$ cat config.mk
export PLATFORM = sky130hd
export DESIGN_NAME = regfile_multiport
export DESIGN_NICKNAME = d
export VERILOG_FILES = /design/src/rtl/rv_pkg.sv /design/src/rtl/regfile_clr_seq.sv /design/src/rtl/regfile_multiport.sv
export SDC_FILE = /design/constraint.sdc
export NUM_CORES = 2
export LEC_CHECK = 0
export ABC_AREA = 1
export ABC_CLOCK_PERIOD_IN_PS = 3700
export CORE_UTILIZATION = 35
export CTS_CLUSTER_SIZE = 40
export DETAILED_ROUTE_END_ITERATION = 7
export GPL_ROUTABILITY_DRIVEN = 0
export PLACE_DENSITY = 0.48
export SYNTH_ARGS = -nofsm -noshare
export SYNTH_HDL_FRONTEND = slang
export SYNTH_SLANG_ARGS = --single-unit
$ cat constraint.sdc
create_clock -name clk -period 3.7 [get_ports clk]
set_input_delay 0.555 -clock clk [delete_from_list [all_inputs] [get_ports clk]]
set_output_delay 0.555 -clock clk [all_outputs]
set_load 0.05 [all_outputs]
$ cat src/rtl/rv_pkg.sv
// Shared definitions for the RV32 register file and its clear sequencer.
package rv_pkg;

    localparam int XLEN_DEF  = 32;
    localparam int NREGS_DEF = 32;
    localparam int REG_ZERO  = 0;

    typedef enum logic {
        IDLE  = 1'b0,
        SWEEP = 1'b1
    } clr_state_t;

endpackage

$ cat src/rtl/regfile_clr_seq.sv
// Clear sequencer: walks ptr over x1..x(NREGS-1) zeroing each entry, and flags
// writeback writes that arrive while the sweep owns the array.
//   state | meaning
//   IDLE  | array open to writeback; clr_req starts a sweep
//   SWEEP | one register cleared per cycle, writes dropped
module regfile_clr_seq
    import rv_pkg::*;
#(
    parameter int NREGS = NREGS_DEF,
    parameter int AW    = $clog2(NREGS)
) (
    input  logic          clk,
    input  logic          rst_n,
    input  logic          clr_req,
    input  logic          wr_en,
    input  logic [AW-1:0] wr_addr,
    output logic          clr_busy,
    output logic          clr_done,
    output logic          wr_drop,
    output logic          sweep_en,
    output logic [AW-1:0] sweep_addr
);

    localparam logic [AW-1:0] LAST_ADDR = AW'(NREGS - 1);

    clr_state_t    state_q, state_d;
    logic [AW-1:0] ptr_q, ptr_d;
    logic          done_q, done_d;
    logic          drop_q, drop_d;

    always_ff @(posedge clk or negedge rst_n) begin
        if (!rst_n) begin
            state_q <= IDLE;
            ptr_q   <= '0;
            done_q  <= 1'b0;
            drop_q  <= 1'b0;
        end else begin
            state_q <= state_d;
            ptr_q   <= ptr_d;
            done_q  <= done_d;
            drop_q  <= drop_d;
        end
    end

    always_comb begin
        state_d = state_q;
        ptr_d   = ptr_q;
        done_d  = 1'b0;
        drop_d  = 1'b0;
        unique case (state_q)
            IDLE: begin
                if (clr_req) begin
                    state_d = SWEEP;
                    ptr_d   = AW'(1);
                end
            end
            SWEEP: begin
                // x0 is never swept; a write aimed at it is silently discarded anyway
                drop_d = wr_en && (wr_addr != AW'(REG_ZERO));
                if (ptr_q == LAST_ADDR) begin
                    state_d = IDLE;
                    ptr_d   = '0;
                    done_d  = 1'b1;
                end else begin
                    ptr_d = ptr_q + AW'(1);
                end
            end
            default: begin
                state_d = IDLE;
                ptr_d   = '0;
            end
        endcase
    end

    assign clr_busy   = (state_q == SWEEP);
    assign sweep_en   = (state_q == SWEEP);
    assign sweep_addr = ptr_q;
    assign clr_done   = done_q;
    assign wr_drop    = drop_q;

endmodule

$ cat src/rtl/regfile_multiport.sv
// XLEN x NREGS architectural register file: NREAD combinational read ports,
// one write port, hardwired x0, optional write forwarding and busy scoreboard.
module regfile_multiport
    import rv_pkg::*;
#(
    parameter int XLEN   = XLEN_DEF,
    parameter int NREGS  = NREGS_DEF,
    parameter int NREAD  = 2,
    parameter int BYPASS = 1,
    parameter int AW     = $clog2(NREGS)
) (
    input  logic                  clk,
    input  logic                  rst_n,
    input  logic [NREAD*AW-1:0]   rd_addr,
    output logic [NREAD*XLEN-1:0] rd_data,
    output logic [NREAD-1:0]      rd_busy,
    input  logic                  wr_en,
    input  logic [AW-1:0]         wr_addr,
    input  logic [XLEN-1:0]       wr_data,
    input  logic                  sb_set,
    input  logic [AW-1:0]         sb_addr,
    input  logic                  clr_req,
    output logic                  clr_busy,
    output logic                  clr_done,
    output logic                  wr_drop
);

    logic [XLEN-1:0]  regs [NREGS];
    logic [NREGS-1:0] busy;
    logic             sweep_en;
    logic [AW-1:0]    sweep_addr;
    logic             wr_ok;
    logic             sb_ok;

    regfile_clr_seq #(
        .NREGS (NREGS),
        .AW    (AW)
    ) u_clr_seq (
        .clk        (clk),
        .rst_n      (rst_n),
        .clr_req    (clr_req),
        .wr_en      (wr_en),
        .wr_addr    (wr_addr),
        .clr_busy   (clr_busy),
        .clr_done   (clr_done),
        .wr_drop    (wr_drop),
        .sweep_en   (sweep_en),
        .sweep_addr (sweep_addr)
    );

    assign wr_ok = wr_en && (wr_addr != AW'(REG_ZERO)) && !sweep_en;
    assign sb_ok = sb_set && (sb_addr != AW'(REG_ZERO)) && !sweep_en;

    always_ff @(posedge clk or negedge rst_n) begin
        if (!rst_n) begin
            for (int r = 0; r < NREGS; r++) begin
                regs[r] <= '0;
            end
        end else if (sweep_en) begin
            regs[sweep_addr] <= '0;
        end else if (wr_ok) begin
            regs[wr_addr] <= wr_data;
        end
    end

    // Set is applied after the write-clear so a newer producer keeps its busy mark.
    always_ff @(posedge clk or negedge rst_n) begin
        if (!rst_n) begin
            busy <= '0;
        end else if (sweep_en) begin
            busy[sweep_addr] <= 1'b0;
        end else begin
            if (wr_ok) begin
                busy[wr_addr] <= 1'b0;
            end
            if (sb_ok) begin
                busy[sb_addr] <= 1'b1;
            end
        end
    end

    for (genvar i = 0; i < NREAD; i++) begin : g_rd
        logic [AW-1:0] addr;
        logic          is_zero;
        logic          fwd;

        assign addr    = rd_addr[i*AW +: AW];
        assign is_zero = (addr == AW'(REG_ZERO));
        // Forwarding is independent of the sweep state: reads see the in-flight data.
        assign fwd     = (BYPASS != 0) && wr_en && (addr == wr_addr) && !is_zero;

        assign rd_data[i*XLEN +: XLEN] = is_zero ? '0 : (fwd ? wr_data : regs[addr]);
        assign rd_busy[i]              = !is_zero && !fwd && busy[addr];
    end

endmodule

==> out/summary.txt <==
min cycle time layout - 3690 ps
ys async rst share - 100%
Synth warnings - 0
first-pass GRT wire length - 437000 um
Slew @ Worst Pin - 1380 ps
Synth cell types - 36
dpl hpwl - 172000 um
max cap viols - 0
post-layout util - 40.5%
Synth Net Count - 8782
Max Fanout on Critical Path - 31
#FFs+latches synth - 1064
Worst VDD drop - 502 uV
vias per cell - 5.88
power per standard cell area - 502 mW/mm2
Tot GR Track Use - 34.0%
aggregate global routing overflow - 0
Setup TNS - 0 ps
Setup CP Type - in2out
post-route insts no fill - 10900
vias in the first global route - 61000
crit share post-route - 99.8%
mean post-synth cell area - 6.99 um2
Synth Cell Area - 0.0609 mm2
Clock Pin Slew Worst Setup and Hold Paths - 60 ps
slew margin rel. - 7.69%
largest net degree at the start of global routing - 113
final setup violation count - 0
drt total wl - 303000 um
Worst-Skew Late Latency - 780 ps
PortBufs - 125
cts bufs inserted - 134
Final Net Count - 8559
CTS tree - built
htree depth - 4
Post-synth EDFFs - 0
Overall Power - 35.0 mW
FMAX - 271 MHz
DR pass1 iterations - 6
Die Height - 419 um
sequential fraction of the synthesis area - 43.7%
Rows - 152
largest area contributor in the netlist - dfrtp_1
RSZ-0062 raised after global routing - false
Worst Path Required - 3140 ps
Root Driver - clkbuf_16
leading cell type in the layout, fill and taps excluded - nand2_1
Yosys top cell area share - 43.7%
commonest non-fill, non-tap cells in the layout - nand2_1 (3237), nand3_1 (1970), dfrtp_1 (1063), o21ai_1 (633), inv_1 (316)
Synth Flop Type - dfrtp_1
share of cells above drive strength 1 - 7.60%
Die ar. - 0.176 mm2
worst endpoint data arrival time - 3140 ps
Post-Place Cells - 10700
Startpoint Class - input port
dominant cells by area after synthesis - dfrtp_1 (44%), nand2_1 (20%), nand3_1 (16%), o21ai_1 (5.2%), clkbuf_1 (2.3%)
cell count after synthesis - 8720
drt wl/cell - 27.8 um
initial antenna violation count - 7
I/O pin total - 126
Initial DRC Count - 8307
hold_ws - 435 ps
Hold WC Path Type - in2async
Routed Antenna Nets - 0
outcome - complete, no violations
initial core utilization - 35.4%
Syn-to-layout area delta - 14.5%
Setup crit end kind - primary output
CTS max path bufs - 3
Fin Clk Skew - 19.0 ps
Fin. Hold Viols - 0
Core Area - 0.172 mm2
leak pwr - 30.3 nW
Slew Limit Fails - 0
DRC Markers - 0
width of the die - 419 um
Vias - 64100
clock sinks - 1064
-- cells in the mapped netlist (2+ instances only) --
library cell  number
nor4_2             2
a21oi_1           79
o21ai_1          637
buf_2            227
dfrtp_1         1064
o21ai_0          255
nor3_1             9
o21ai_2            5
clkbuf_1         370
nand3_1         1971
buf_6             63
nand2_1         3237
o21a_1             8
nor2_1            88
a31oi_1            2
nand2_2            7
nand2_4           24
buf_1             85
inv_2              7
buf_12             2
buf_4             23
ha_1               5
a22oi_2           15
inv_1            320
nand4_1           37
o22ai_1          165
clkinv_1           4
-- power by group --
group	internal [mW]	total, mW	switching [mW]
combinational	2.31	8.10	5.79
clock	7.86	13.4	5.54
sequential	12.7	13.5	0.865
total	22.8	35.0	12.2
-- final timing paths --
kind	from	endpoint	slack, ps	cells past startpoint
setup reg to reg	u_clr_seq.clr_busy	regs[682]	950	5
hold / removal	rst_n	regs[813]	430	2
hold reg to reg	regs[1004]	regs[1004]	490	2
setup / recovery	rd_addr[5]	rd_data[35]	8	10
min in group clk	sb_addr[0]	busy[19]	480	3
max in group asynchronous	rst_n	regs[147]	2140	3
-- cells by family (layout without fill, tap and decap cells) --
logic type      after synthesis  in the layout  share of synthesized area, %
flops                      1064           1064                          43.7
compound gates             1169           1169                          10.2
buf+inv                    1102            979                          8.24
other cells                   0              5                             0
xor+xnor                      1              1                        0.0144
fa+ha+maj                     5              5                         0.103
simple gates               5379           5379                          37.7
-- cell type report --
type | instances | area [um2]
antenna | 5 | 12.5
clock buffer | 197 | 3980
clock inverter | 39 | 412
multi-input combinational | 6554 | 29400
sequential | 1064 | 26600
tap | 2310 | 2890
inverter | 331 | 1290
fill | 17900 | 103000
timing repair buffer | 412 | 5170
-- metrics by stage --
stage               instance area, um2  worst slack (ps)
floorplan                        60900               837
global placement                 65400              -334
detailed placement               65400              -313
CTS                              69800              69.3
global route                     69800              67.8
finish                           69800              7.61
-- repair_timing --
item	4_1_cts	5_1_grt
setup buffers	0	0
setup endpoints to repair	1	0
endpoints found under the hold margin	35	0
gates resized for setup	2	0
hold buffers	1	0
-- routing by layer --
layer | vias to the layer above | part of all wire [%] | track usage (%)
met5 | - | 0.0063 | 0
met4 | 2 | 6.3 | 19.5
met3 | 816 | 9.1 | 6.54
met2 | 3652 | 44 | 52.6
met1 | 31300 | 40 | 44.2
li1 | 28400 | - | -
-- sequential cells by signal, summed over array words and instances (netlist names) --
register              cells
u_clr_seq.clr_done        1
u_clr_seq.sweep_addr      5
regs                   1024
u_clr_seq.wr_drop         1
u_clr_seq.clr_busy        1
busy                     32
-- critical path, cell delays in order --
cell,delay [ps]
buf_8,160
inv_8,300
buf_4,440
nand2_1,90
a31oi_1,200
a21oi_2,200
nor2_2,390
nand3_1,360
nand2_1,220
buf_12,150
Power figures use the tool's default switching activity.
